## src/rtl/seg7_pkg.sv

```systemverilog
// Shared constants, FSM state type and glyph table
// for the multi-digit seven-segment driver.
package seg7_pkg;

    localparam logic [6:0] SEG_BLANK = 7'b1111111;
    localparam logic [6:0] SEG_DASH  = 7'b0111111;

    typedef enum logic {IDLE, CONVERT} state_t;

    // Active-low segments, bit0=a .. bit6=g
    function automatic logic [6:0] glyph(input logic [3:0] n);
        unique case (n)
            4'h0: return 7'b1000000;
            4'h1: return 7'b1111001;
            4'h2: return 7'b0100100;
            4'h3: return 7'b0110000;
            4'h4: return 7'b0011001;
            4'h5: return 7'b0010010;
            4'h6: return 7'b0000010;
            4'h7: return 7'b1111000;
            4'h8: return 7'b0000000;
            4'h9: return 7'b0010000;
            4'ha: return 7'b0001000;
            4'hb: return 7'b0000011;
            4'hc: return 7'b1000110;
            4'hd: return 7'b0100001;
            4'he: return 7'b0000110;
            4'hf: return 7'b0001110;
        endcase
    endfunction

endpackage

```

## src/rtl/seg7_glyph.sv

```systemverilog
// Combinational nibble to active-low segment decoder.
module seg7_glyph
    import seg7_pkg::*;
(
    input  logic [3:0] nibble,
    output logic [6:0] seg
);

    assign seg = glyph(nibble);

endmodule

```

## src/rtl/seg7_multi_display.sv

```systemverilog
// Multi-digit hex/decimal display driver with iterative
// double-dabble, leading-zero blanking, overflow and blink.
module seg7_multi_display
    import seg7_pkg::*;
#(
    parameter int NUM_DIGITS = 4,
    parameter int DATA_W     = 14,
    parameter int BLINK_DIV  = 25_000_000
) (
    input  logic                    clk,
    input  logic                    reset,
    input  logic [DATA_W-1:0]       value_i,
    input  logic                    load_i,
    input  logic                    mode_bcd_i,
    input  logic                    blank_lz_i,
    input  logic                    blink_en_i,
    output logic                    busy_o,
    output logic [7*NUM_DIGITS-1:0] hex_o
);

    localparam int DW = 4 * NUM_DIGITS;
    localparam int AW = 4 * (NUM_DIGITS + 1);
    localparam int CW = $clog2(DATA_W + 1);
    localparam int BW = $clog2(BLINK_DIV);

    state_t            state, state_nx;
    logic [DATA_W-1:0] sr;
    logic [AW-1:0]     acc, acc_adj, acc_nx;
    logic [CW-1:0]     cnt;
    logic [DW-1:0]     digits;
    logic              ovf, shown, phase_off;
    logic [BW-1:0]     bcnt;
    logic [DW+DATA_W-1:0] ext;
    logic              start, last;
    logic [6:0]        seg_raw [NUM_DIGITS];

    assign ext   = {{DW{1'b0}}, value_i};
    assign start = load_i && (state == IDLE);
    assign last  = (state == CONVERT) && (cnt == CW'(DATA_W - 1));

    always_ff @(posedge clk) begin
        if (reset) state <= IDLE;
        else       state <= state_nx;
    end

    always_comb begin
        state_nx = state;
        unique case (state)
            IDLE:    if (load_i && mode_bcd_i) state_nx = CONVERT;
            CONVERT: if (last) state_nx = IDLE;
        endcase
    end

    always_comb begin
        busy_o = (state == CONVERT);
    end

    // Add-3 correction on every BCD nibble before the shift
    always_comb begin
        acc_adj = acc;
        for (int i = 0; i < NUM_DIGITS + 1; i++) begin
            if (acc[4*i +: 4] >= 4'd5)
                acc_adj[4*i +: 4] = acc[4*i +: 4] + 4'd3;
        end
    end

    assign acc_nx = AW'({acc_adj, sr[DATA_W-1]});

    always_ff @(posedge clk) begin
        if (reset) begin
            sr     <= '0;
            acc    <= '0;
            cnt    <= '0;
            digits <= '0;
            ovf    <= 1'b0;
            shown  <= 1'b0;
        end else if (start && !mode_bcd_i) begin
            digits <= ext[DW-1:0];
            ovf    <= |ext[DW+DATA_W-1:DW];
            shown  <= 1'b1;
        end else if (start) begin
            sr  <= value_i;
            acc <= '0;
            cnt <= '0;
        end else if (state == CONVERT) begin
            sr  <= sr << 1;
            acc <= acc_nx;
            cnt <= cnt + CW'(1);
            if (last) begin
                digits <= acc_nx[DW-1:0];
                ovf    <= |acc_nx[AW-1:DW];
                shown  <= 1'b1;
            end
        end
    end

    always_ff @(posedge clk) begin
        if (reset || !blink_en_i) begin
            bcnt      <= '0;
            phase_off <= 1'b0;
        end else if (bcnt == BW'(BLINK_DIV - 1)) begin
            bcnt      <= '0;
            phase_off <= ~phase_off;
        end else begin
            bcnt <= bcnt + BW'(1);
        end
    end

    for (genvar g = 0; g < NUM_DIGITS; g++) begin : g_dig
        seg7_glyph u_glyph (
            .nibble(digits[4*g +: 4]),
            .seg   (seg_raw[g])
        );
    end

    // Scan from the top digit so nz marks "a nonzero digit at or above k"
    always_comb begin
        logic nz;
        nz    = 1'b0;
        hex_o = '1;
        for (int k = NUM_DIGITS - 1; k >= 0; k--) begin
            nz = nz | (digits[4*k +: 4] != 4'd0);
            if (!shown || phase_off)
                hex_o[7*k +: 7] = SEG_BLANK;
            else if (ovf)
                hex_o[7*k +: 7] = SEG_DASH;
            else if (blank_lz_i && !nz && k != 0)
                hex_o[7*k +: 7] = SEG_BLANK;
            else
                hex_o[7*k +: 7] = seg_raw[k];
        end
    end

endmodule

```

## config.mk

```make
export PLATFORM = sky130hd
export DESIGN_NAME = seg7_multi_display
export DESIGN_NICKNAME = d
export VERILOG_FILES = /design/src/rtl/seg7_pkg.sv /design/src/rtl/seg7_glyph.sv /design/src/rtl/seg7_multi_display.sv
export SDC_FILE = /design/constraint.sdc
export NUM_CORES = 1
export LEC_CHECK = 0
export CAP_MARGIN = 0
export CORE_ASPECT_RATIO = 1.75
export CORE_MARGIN = 4
export CORE_UTILIZATION = 34
export DETAILED_ROUTE_END_ITERATION = 12
export GPL_ROUTABILITY_DRIVEN = 1
export PLACE_DENSITY_LB_ADDON = 0.05
export SYNTH_ARGS = -nofsm -noshare
export SYNTH_HDL_FRONTEND = slang
export SYNTH_SLANG_ARGS = --single-unit
```

## constraint.sdc

```tcl
create_clock -name clk -period 4 [get_ports clk]
set_input_delay 0.8 -clock clk [delete_from_list [all_inputs] [get_ports clk]]
set_output_delay 0.8 -clock clk [all_outputs]
set_load 0.02 [all_outputs]
```

==> qor.txt <==
Status: finished, final reports clean
RD Place Congestion: 0.858
Pin count of the biggest net entering global routing: 62
Fmax: 275 MHz
CP arrival: 2.83 ns
Placed Cells: 911
Hold depth: 1
Die Height: 178 µm
CTS root buffer: clkbuf_16
CTS buffer count: 9
Min-delay src: bcnt[0]$_SDFF_PP0_
Internal power: 1.66 mW
Chip width: 105 µm
Flop2flop setup slack: 1.09 ns
Min Hold Slack: 0.438 ns
CTS Sinks: 104
Global-route wire length before repair: 24400 µm
Slowest stage delay, CP: 0.62 ns
Htree depth: 3
HPWL Detailed: 11200 µm
Hold EP: bcnt[0]$_SDFF_PP0_
Post-synth EDFFs: 0
CTS tree: yes
Ys Warns: 0
Share of cells above drive strength 1: 7.40%
Peak supply drop: 0.181 mV
Pwr dens: 342 nW/µm²
Nets: 754
Count of pins over their slew limit: 0
Final setup fails: 0
Post-synth top area share: 37.0%
Antenna violations before repair: 0
Post-synthesis async set-or-reset flop share: 0%
Critical Path Fanout Max: 7
Hold_buf cts: 0
Worst Skew: 0.0109 ns
Drt drc: 0
Final non-filler cell total: 927
Vias in the first global route: 4797
Worst-skew pair later-pin latency: 0.35 ns
Met2 usage in global routing: 31.4%
Site Rows: 62
Sw power: 629 µW
Yosys reg bits: 104
Main flop type after synthesis: dfxtp_1
GRT met1 Usage: 17.7%
Crit path kind: input port to output port
Unrepaired setup endpoints after global routing: no
DIE AREA: 18700 µm²
Number of max-cap violations: 0
Crit share post-route: 90.8%
Core area: 16400 µm²
# resized after CTS: 0
Leak Pwr: 2.52 nW
Sequential element share of the synthesized area: 37.0%
WP data required: 3.20 ns
Switching part of the total: 27.5%
Clock Power Share: 36.8%
Drt first-iter violations: 153
Critical Path Sink Type: output port
GR Overflow Total: 0
Final wirelength: 14900 µm
Most numerous cell in the Yosys netlist: dfxtp_1
Port Buffers: 48
Distinct cells, synth: 61
Crit path top cell by count: clkdlybuf4s50_1
Relative slew slack: 31.6%
CP Cell Sequence: clkdlybuf4s50_1, nand2_1, nor4_1, and2_1, nor2_1, o21ai_0, clkdlybuf4s50_1
Crit-path slowest cell: clkdlybuf4s50_1
Combinational Power Share: 15.2%
Reg-to-reg endpoint: g_dig[2].u_glyph.seg[0]$_DFF_P_
Fill cells: 1672
Sequential power share: 48.0%
Reg2Reg Depth: 10
Starting Density: 34.4%
Critical Path Source Type: input port
I/O pins: 49
Worst Hold Class: flip-flop to flip-flop
Busiest grt layer: met2
Post-synth design cell area: 5620 µm²
Synthesized net count: 709
Sum Neg Setup Slack: 0 ns
Post-route minimum period: 3.63 ns
ANT cells: 0
Clock-pin slew on the worst setup and hold paths: 0.07 ns
Bufs on Longest Clock Path: 2
Met3 Use GR: 2.75%
Final Hold Viols: 0
Top cells by count, synth: dfxtp_1, nor2_1, mux2i_1, nand2_1, ha_1
Post-route ant nets: 0
Post-CTS Setup Repair Bufs: 0
Area leader, netlist: dfxtp_1
Total GRT Usage: 16.4%
Post-DR vias/cell: 5.14
Syn Area/Cell: 8.61 µm²
Final Power: 2.29 mW
Buf/Inv on CP: 2
Crit path max-delay family: buffers and inverters
DRT Pass-1 Iters: 7
Area Overhead vs Synth: 19.1%
Slew @ Worst Pin: 1.02 ns
Via count: 4761
Routed length per instance: 16.1 µm
R2R Path Start: busy_o$_SDFF_PP0_
Most area-consuming cells after synthesis: dfxtp_1, ha_1, mux2i_1
Post-Synthesis Cells: 653
==> logic make-up after synthesis <==
group / count (synthesis) / synth area share (%)
AOI/OAI and AO/OA: 140 / 16.8
xor gates and xnor gates: 29 / 4.52
adders and majority gates: 36 / 8.01
buffers and inverters: 65 / 4.54
DFF: 104 / 37.0
muxes: 43 / 7.99
and+or+nand+nor: 236 / 21.1
==> worst register-to-register path, cell delays in order, from the launching register on <==
cell     delay, ns
dfxtp_1       0.49
buf_4         0.34
nor3b_4       0.12
nor2_2        0.41
a22oi_1       0.11
o21ai_0       0.24
and2_1        0.26
inv_1         0.10
ha_1          0.20
or2_2         0.27
o221a_2       0.26
==> per-layer routing <==
layer  share of wire, %  up-vias
met5                  0        -
met4                2.5        0
met3                3.0       25
met2                 56       74
met1                 39     2264
li1                   -     2398
==> power by group through the flow <==
stage / sequential, mW / clock (mW) / combinational, mW
2_1_floorplan: 1.11 / 0 / 0.218
3_3_place_gp: 1.12 / 0 / 0.350
3_5_place_dp: 1.12 / 0 / 0.352
4_1_cts: 1.10 / 0.874 / 0.354
5_1_grt: 1.10 / 0.918 / 0.384
6_report: 1.10 / 0.843 / 0.347
==> placed cells by master (no fill, tap or decap), drive strengths merged, types with 15 or more instances in the layout <==
master         count
a211oi            17
a21oi             35
a22oi             15
buf               20
clkdlybuf4s50     47
dfxtp            104
ha                36
inv               35
mux2i             37
nand2             37
nand2b            17
nand3             16
nor2              87
o21ai             23
or3               16
xor2              17
==> metrics by stage <==
stage | cell area [µm²] | util, % | worst slack (ns)
4_1_cts | 6700 | 40.9 | 0.311
3_5_place_dp | 6420 | 39.2 | 0.323
2_1_floorplan | 5620 | - | 1.01
6_report | 6700 | 40.9 | 0.370
5_1_grt | 6700 | 40.9 | 0.144
3_3_place_gp | 6420 | 39.2 | 0.351
==> worst max path at each step <==
| stage | startpoint | to | slack [ns] | depth (start not counted) |
|---|---|---|---|---|
| 3_5_place_dp | blank_lz_i | hex_o[13] | 0.32 | 7 |
| 6_report | blank_lz_i | hex_o[13] | 0.37 | 7 |
| 3_3_place_gp | blank_lz_i | hex_o[13] | 0.35 | 7 |
| 5_1_grt | blank_lz_i | hex_o[13] | 0.14 | 7 |
| 4_1_cts | blank_lz_i | hex_o[13] | 0.31 | 7 |
| 2_1_floorplan | mode_bcd_i | g_dig[2].u_glyph.seg[6]$_DFF_P_ | 1.01 | 10 |
==> layout make-up <==
class / instances / area (µm²) / area share, %
clock buffer: 9 / 225 / 3.36
clock inverter: 7 / 53.8 / 0.804
inverter: 32 / 120 / 1.79
multi-input combinational: 484 / 3300 / 49.3
sequential: 104 / 2080 / 31.1
tap: 224 / 280 / 4.19
timing repair buffer: 67 / 631 / 9.42
==> sequential cells by signal, summed over array words and instances (netlist names) <==
register / cells
busy_o: 1
acc: 20
cnt: 4
bcnt: 25
sr: 14
shown: 1
phase_off: 1
digits: 16
g_dig.u_glyph.seg: 21
ovf: 1
(Power assumes the default switching activity.)
==> variant 1: new RTL, same flow settings <==
The parameter `NUM_DIGITS` goes from 4 to 8.
--- a/src/rtl/seg7_multi_display.sv
+++ b/src/rtl/seg7_multi_display.sv
@@ -5,3 +5,3 @@
 #(
-    parameter int NUM_DIGITS = 4,
+    parameter int NUM_DIGITS = 8,
     parameter int DATA_W     = 14,
Interface: changed (resized hex_o); port bits go from 49 to 77. The function was not compared with the original's and may differ.
==> variant 1 against the original RTL <==
Design area increased by 63%. Worst hold slack improved by 0.043 ns. Clock skew decreased by 0.0040 ns. Area after synthesis increased by 62%. Wire length increased by 74%. Sequential cell count increased by 60. Worst setup slack got worse by 0.19 ns. Clock power increased by 93%. Total power increased by 65%. Critical path type unchanged.
==> variant 1: results (changes against the original RTL) <==
stage;metric;value;unit;change
routing;dr_wl_met3;521;um;was 443 um
placed_design;portBuffers;76;;was 48
yosys;synth_compound_area_share;19.0;%;was 16.8%
power_and_ir_drop;switching_share;25.8;%;was 27.5%
sta;period_needed;3.82;ns;was 3.63 ns
global_routing;gr-usage-met2;35.2;%;was 31.4%
clocking;htreeDepth;4;;was 3
layout;drive_above_1_share;10.2;%;was 7.40%
routing;wl_met1;9870;um;was 5780 um
global_routing;grt_max_degree;35;;was 62
routing;met2_length;14600;um;was 8290 um
worst_setup_path;crit_path_end;hex_o[26];;was hex_o[13]
yosys;synthTopCellsByCount;dfxtp_1 (164), nor2_1 (102), nand2_1 (77);;was dfxtp_1 (104), nor2_1 (86), mux2i_1 (37), nand2_1 (37), ha_1 (36)
worst_setup_path;r2r_cells;11;;was 10
clocking;cts_buffers;17;;was 9
routing;routed_wirelength;25900;um;was 14900 um
layout;final_net_count;1223;;was 754
power_and_ir_drop;p_switching;0.973;mW;was 0.629 mW
clocking;cts_resized;1;;was 0
global_routing;gr-usage-all-layers;17.9;%;was 16.4%
min_path;hold_depth;2;;was 1
min_path;min-delay-start;digits[29];;was bcnt[0]
routing;via_per_inst;5.27;;was 5.14
yosys;synthMuxAreaShare;5.85;%;was 7.99%
routing;drtPass1Iterations;5;;was 7
run_status;status;finished, final reports clean;;unchanged
global_routing;met3_usage;2.75;%;about the same
placed_design;place_area;10300;um2;was 6420 um2
worst_setup_path;max_stage_delay;0.68;ns;was 0.62 ns
placed_design;preCtsSetupSlack;-0.0447;ns;was 0.323 ns
yosys;ys_top_cells_by_area;dfxtp_1 (36%), ha_1 (9.1%), mux2i_1 (4.7%);;was dfxtp_1 (37%), ha_1 (8.0%), mux2i_1 (6.6%)
==> variant 1: cell count changes after synthesis, sizes merged, moves of 13 or more <==
cell | before | now
inv | 32 | 57
dfxtp | 104 | 164
nor2 | 87 | 107
ha | 36 | 66
o21ai | 23 | 40
a21oi | 35 | 69
nand3 | 16 | 34
nand2 | 37 | 79
a211oi | 17 | 31
or3 | 16 | 29
o22ai | 9 | 23
==> variant 1: worst min path at each step <==
stage                            end  slack, ns
after floorplan                shown       0.44
after global placement    digits[25]       0.46
after detailed placement  digits[25]       0.48
after CTS                 digits[29]       0.48
after global routing      digits[25]       0.52
final                     digits[29]       0.48
==> variant 1: area by class of cell <==
type / count / area [um2]
Tap cell: 324 / 405
Clock buffer: 23 / 468
Multi-Input combinational cell: 784 / 5410
Inverter: 59 / 221
Clock inverter: 8 / 101
Fill cell: 2765 / 15600
Timing Repair Buffer: 111 / 1020
Sequential cell: 164 / 3280
==> variant 2: new RTL, config.mk and constraints unchanged <==
Made on the original files. Add an input register stage for `blank_lz_i`, without a reset; this delays it by one clock. The other inputs are not delayed to match.
--- a/src/rtl/seg7_multi_display.sv
+++ b/src/rtl/seg7_multi_display.sv
@@ -24,2 +24,8 @@
     localparam int BW = $clog2(BLINK_DIV);
+
+    logic blank_lz_q;
+
+    always_ff @(posedge clk) begin
+        blank_lz_q <= blank_lz_i;
+    end
 
@@ -126,3 +132,3 @@
                 hex_o[7*k +: 7] = SEG_DASH;
-            else if (blank_lz_i && !nz && k != 0)
+            else if (blank_lz_q && !nz && k != 0)
                 hex_o[7*k +: 7] = SEG_BLANK;
Formal check against the unedited RTL: not equivalent (a bounded check fails within 4 cycles, from zero or initial values and one cycle with reset high).
==> variant 2 against the original RTL <==
Design area up 0.49%. Sequential cell count up 1. Area after synthesis up 0.42%. Core utilization up 0.20 points. Total power up 7.3%. Worst setup slack better by 0.012 ns. Wire length up 5.7%. First-iteration DRC count down 13%. Die area up 0.40%. Fmax up 0.34%. Largest cell class unchanged.
==> variant 2: results (changes against the original RTL) <==
stage;metric;value;unit;change
worst_setup_path;critPathLaunch;digits[12];;was blank_lz_i
placed_design;dp_hpwl;12100;um;was 11200 um
worst_setup_path;r2r-end;g_dig[0].u_glyph.seg[0];;was g_dig[2].u_glyph.seg[0]
routing;drt_iter0_drc;133;;was 153
global_routing;use_met1;17.1;%;was 17.7%
power_and_ir_drop;p_leak;2.46;nW;was 2.52 nW
global_routing;grt_pass1_vias;4870;;was 4797
yosys;synth_cells;661;;was 653
routing;met2_length;9230;um;was 8290 um
layout;drive_above_1_share;6.34;%;was 7.40%
sta;finClkSkew;0.0122;ns;was 0.0109 ns
layout;final_net_count;761;;was 754
routing;via_per_inst;5.15;;was 5.14
sta;holdWs;0.461;ns;was 0.438 ns
yosys;synth_nets;717;;was 709
run_status;status;finished, final reports clean;;unchanged
placed_design;preCtsSetupSlack;0.340;ns;was 0.323 ns
global_routing;gr-usage-met2;35.1;%;was 31.4%
global_routing;grt_max_degree;66;;was 62
yosys;synthTopCellsByCount;dfxtp_1 (105), nor2_1 (88), a21oi_1 (44);;was dfxtp_1 (104), nor2_1 (86), mux2i_1 (37), nand2_1 (37), ha_1 (36)
sta;relSlewSlack;26.4;%;was 31.6%
routing;wl_met1;5930;um;was 5780 um
worst_setup_path;arrival;2.82;ns;was 2.83 ns
global_routing;gr-usage-all-layers;17.0;%;was 16.4%
power_and_ir_drop;peakVddDrop;189;uV;was 181 uV
placed_design;placed_cells;918;;was 911
routing;routed_wirelength;15700;um;was 14900 um
yosys;ys_top_cells_by_area;dfxtp_1 (37%), ha_1 (8.0%), mux2i_1 (6.6%);;unchanged
worst_setup_path;max_stage_delay;0.69;ns;was 0.62 ns
routing;dr_wl_met3;337;um;was 443 um
routing;drtPass1Iterations;5;;was 7
yosys;synth-seq-area-share;37.2;%;was 37.0%
routing;wl_per_cell;16.9;um;was 16.1 um
worst_setup_path;r2r-start;cnt[1];;was busy_o
placed_design;place_area;6390;um2;was 6420 um2
yosys;synth.distinct_cells;61;;unchanged
-- variant 2: cell count changes in the layout (fill, tap and decap cells not counted), moves of 3 or more --
| cell | before | now |
|---|---|---|
| mux2_2 | 4 | 1 |
| a21oi_1 | 35 | 44 |
| or3b_2 | 4 | 0 |
| or3b_1 | 0 | 4 |
| nor3_1 | 9 | 12 |
| and2_1 | 14 | 11 |
| inv_1 | 32 | 28 |
-- variant 2: critical path: cells and delay by family, from the launching register on --
| family | cells | cell delay (ns) |
|---|---|---|
| simple gates | 3 | 0.54 |
| fa+ha+maj | 1 | 0.24 |
| buf+inv | 3 | 0.99 |
| compound gates | 1 | 0.30 |
| flops | 1 | 0.39 |
-- variant 2: power by group --
| part | switching [mW] | internal [mW] |
|---|---|---|
| sequential | 0.0204 | 1.09 |
| clock | 0.443 | 0.564 |
| combinational | 0.196 | 0.144 |
-- variant 2: logic make-up after synthesis --
group,count (synthesis),share of synthesized area [%]
and+or+nand+nor,246,21.7
AOI/OAI and AO/OA,145,17.2
DFF,105,37.2
buffers and inverters,61,4.34
muxes,40,7.16
adders and majority gates,36,7.98
xor gates and xnor gates,28,4.34
-- variant 2: worst max path at each step --
stage,to,slack [ns]
final,hex_o[13],0.38
after global routing,hex_o[13],0.19
after CTS,hex_o[13],0.34
after detailed placement,g_dig[1].u_glyph.seg[0],0.34
after global placement,g_dig[1].u_glyph.seg[0],0.43
after floorplan,g_dig[1].u_glyph.seg[6],1.04
-- variant 2: final cells by class --
type	count	area, um2
Tap cell	224	280
Timing Repair Buffer	65	603
Clock inverter	7	109
Multi-Input combinational cell	495	3300
Sequential cell	105	2100
Fill cell	1678	9640
Inverter	29	109
Clock buffer	9	225
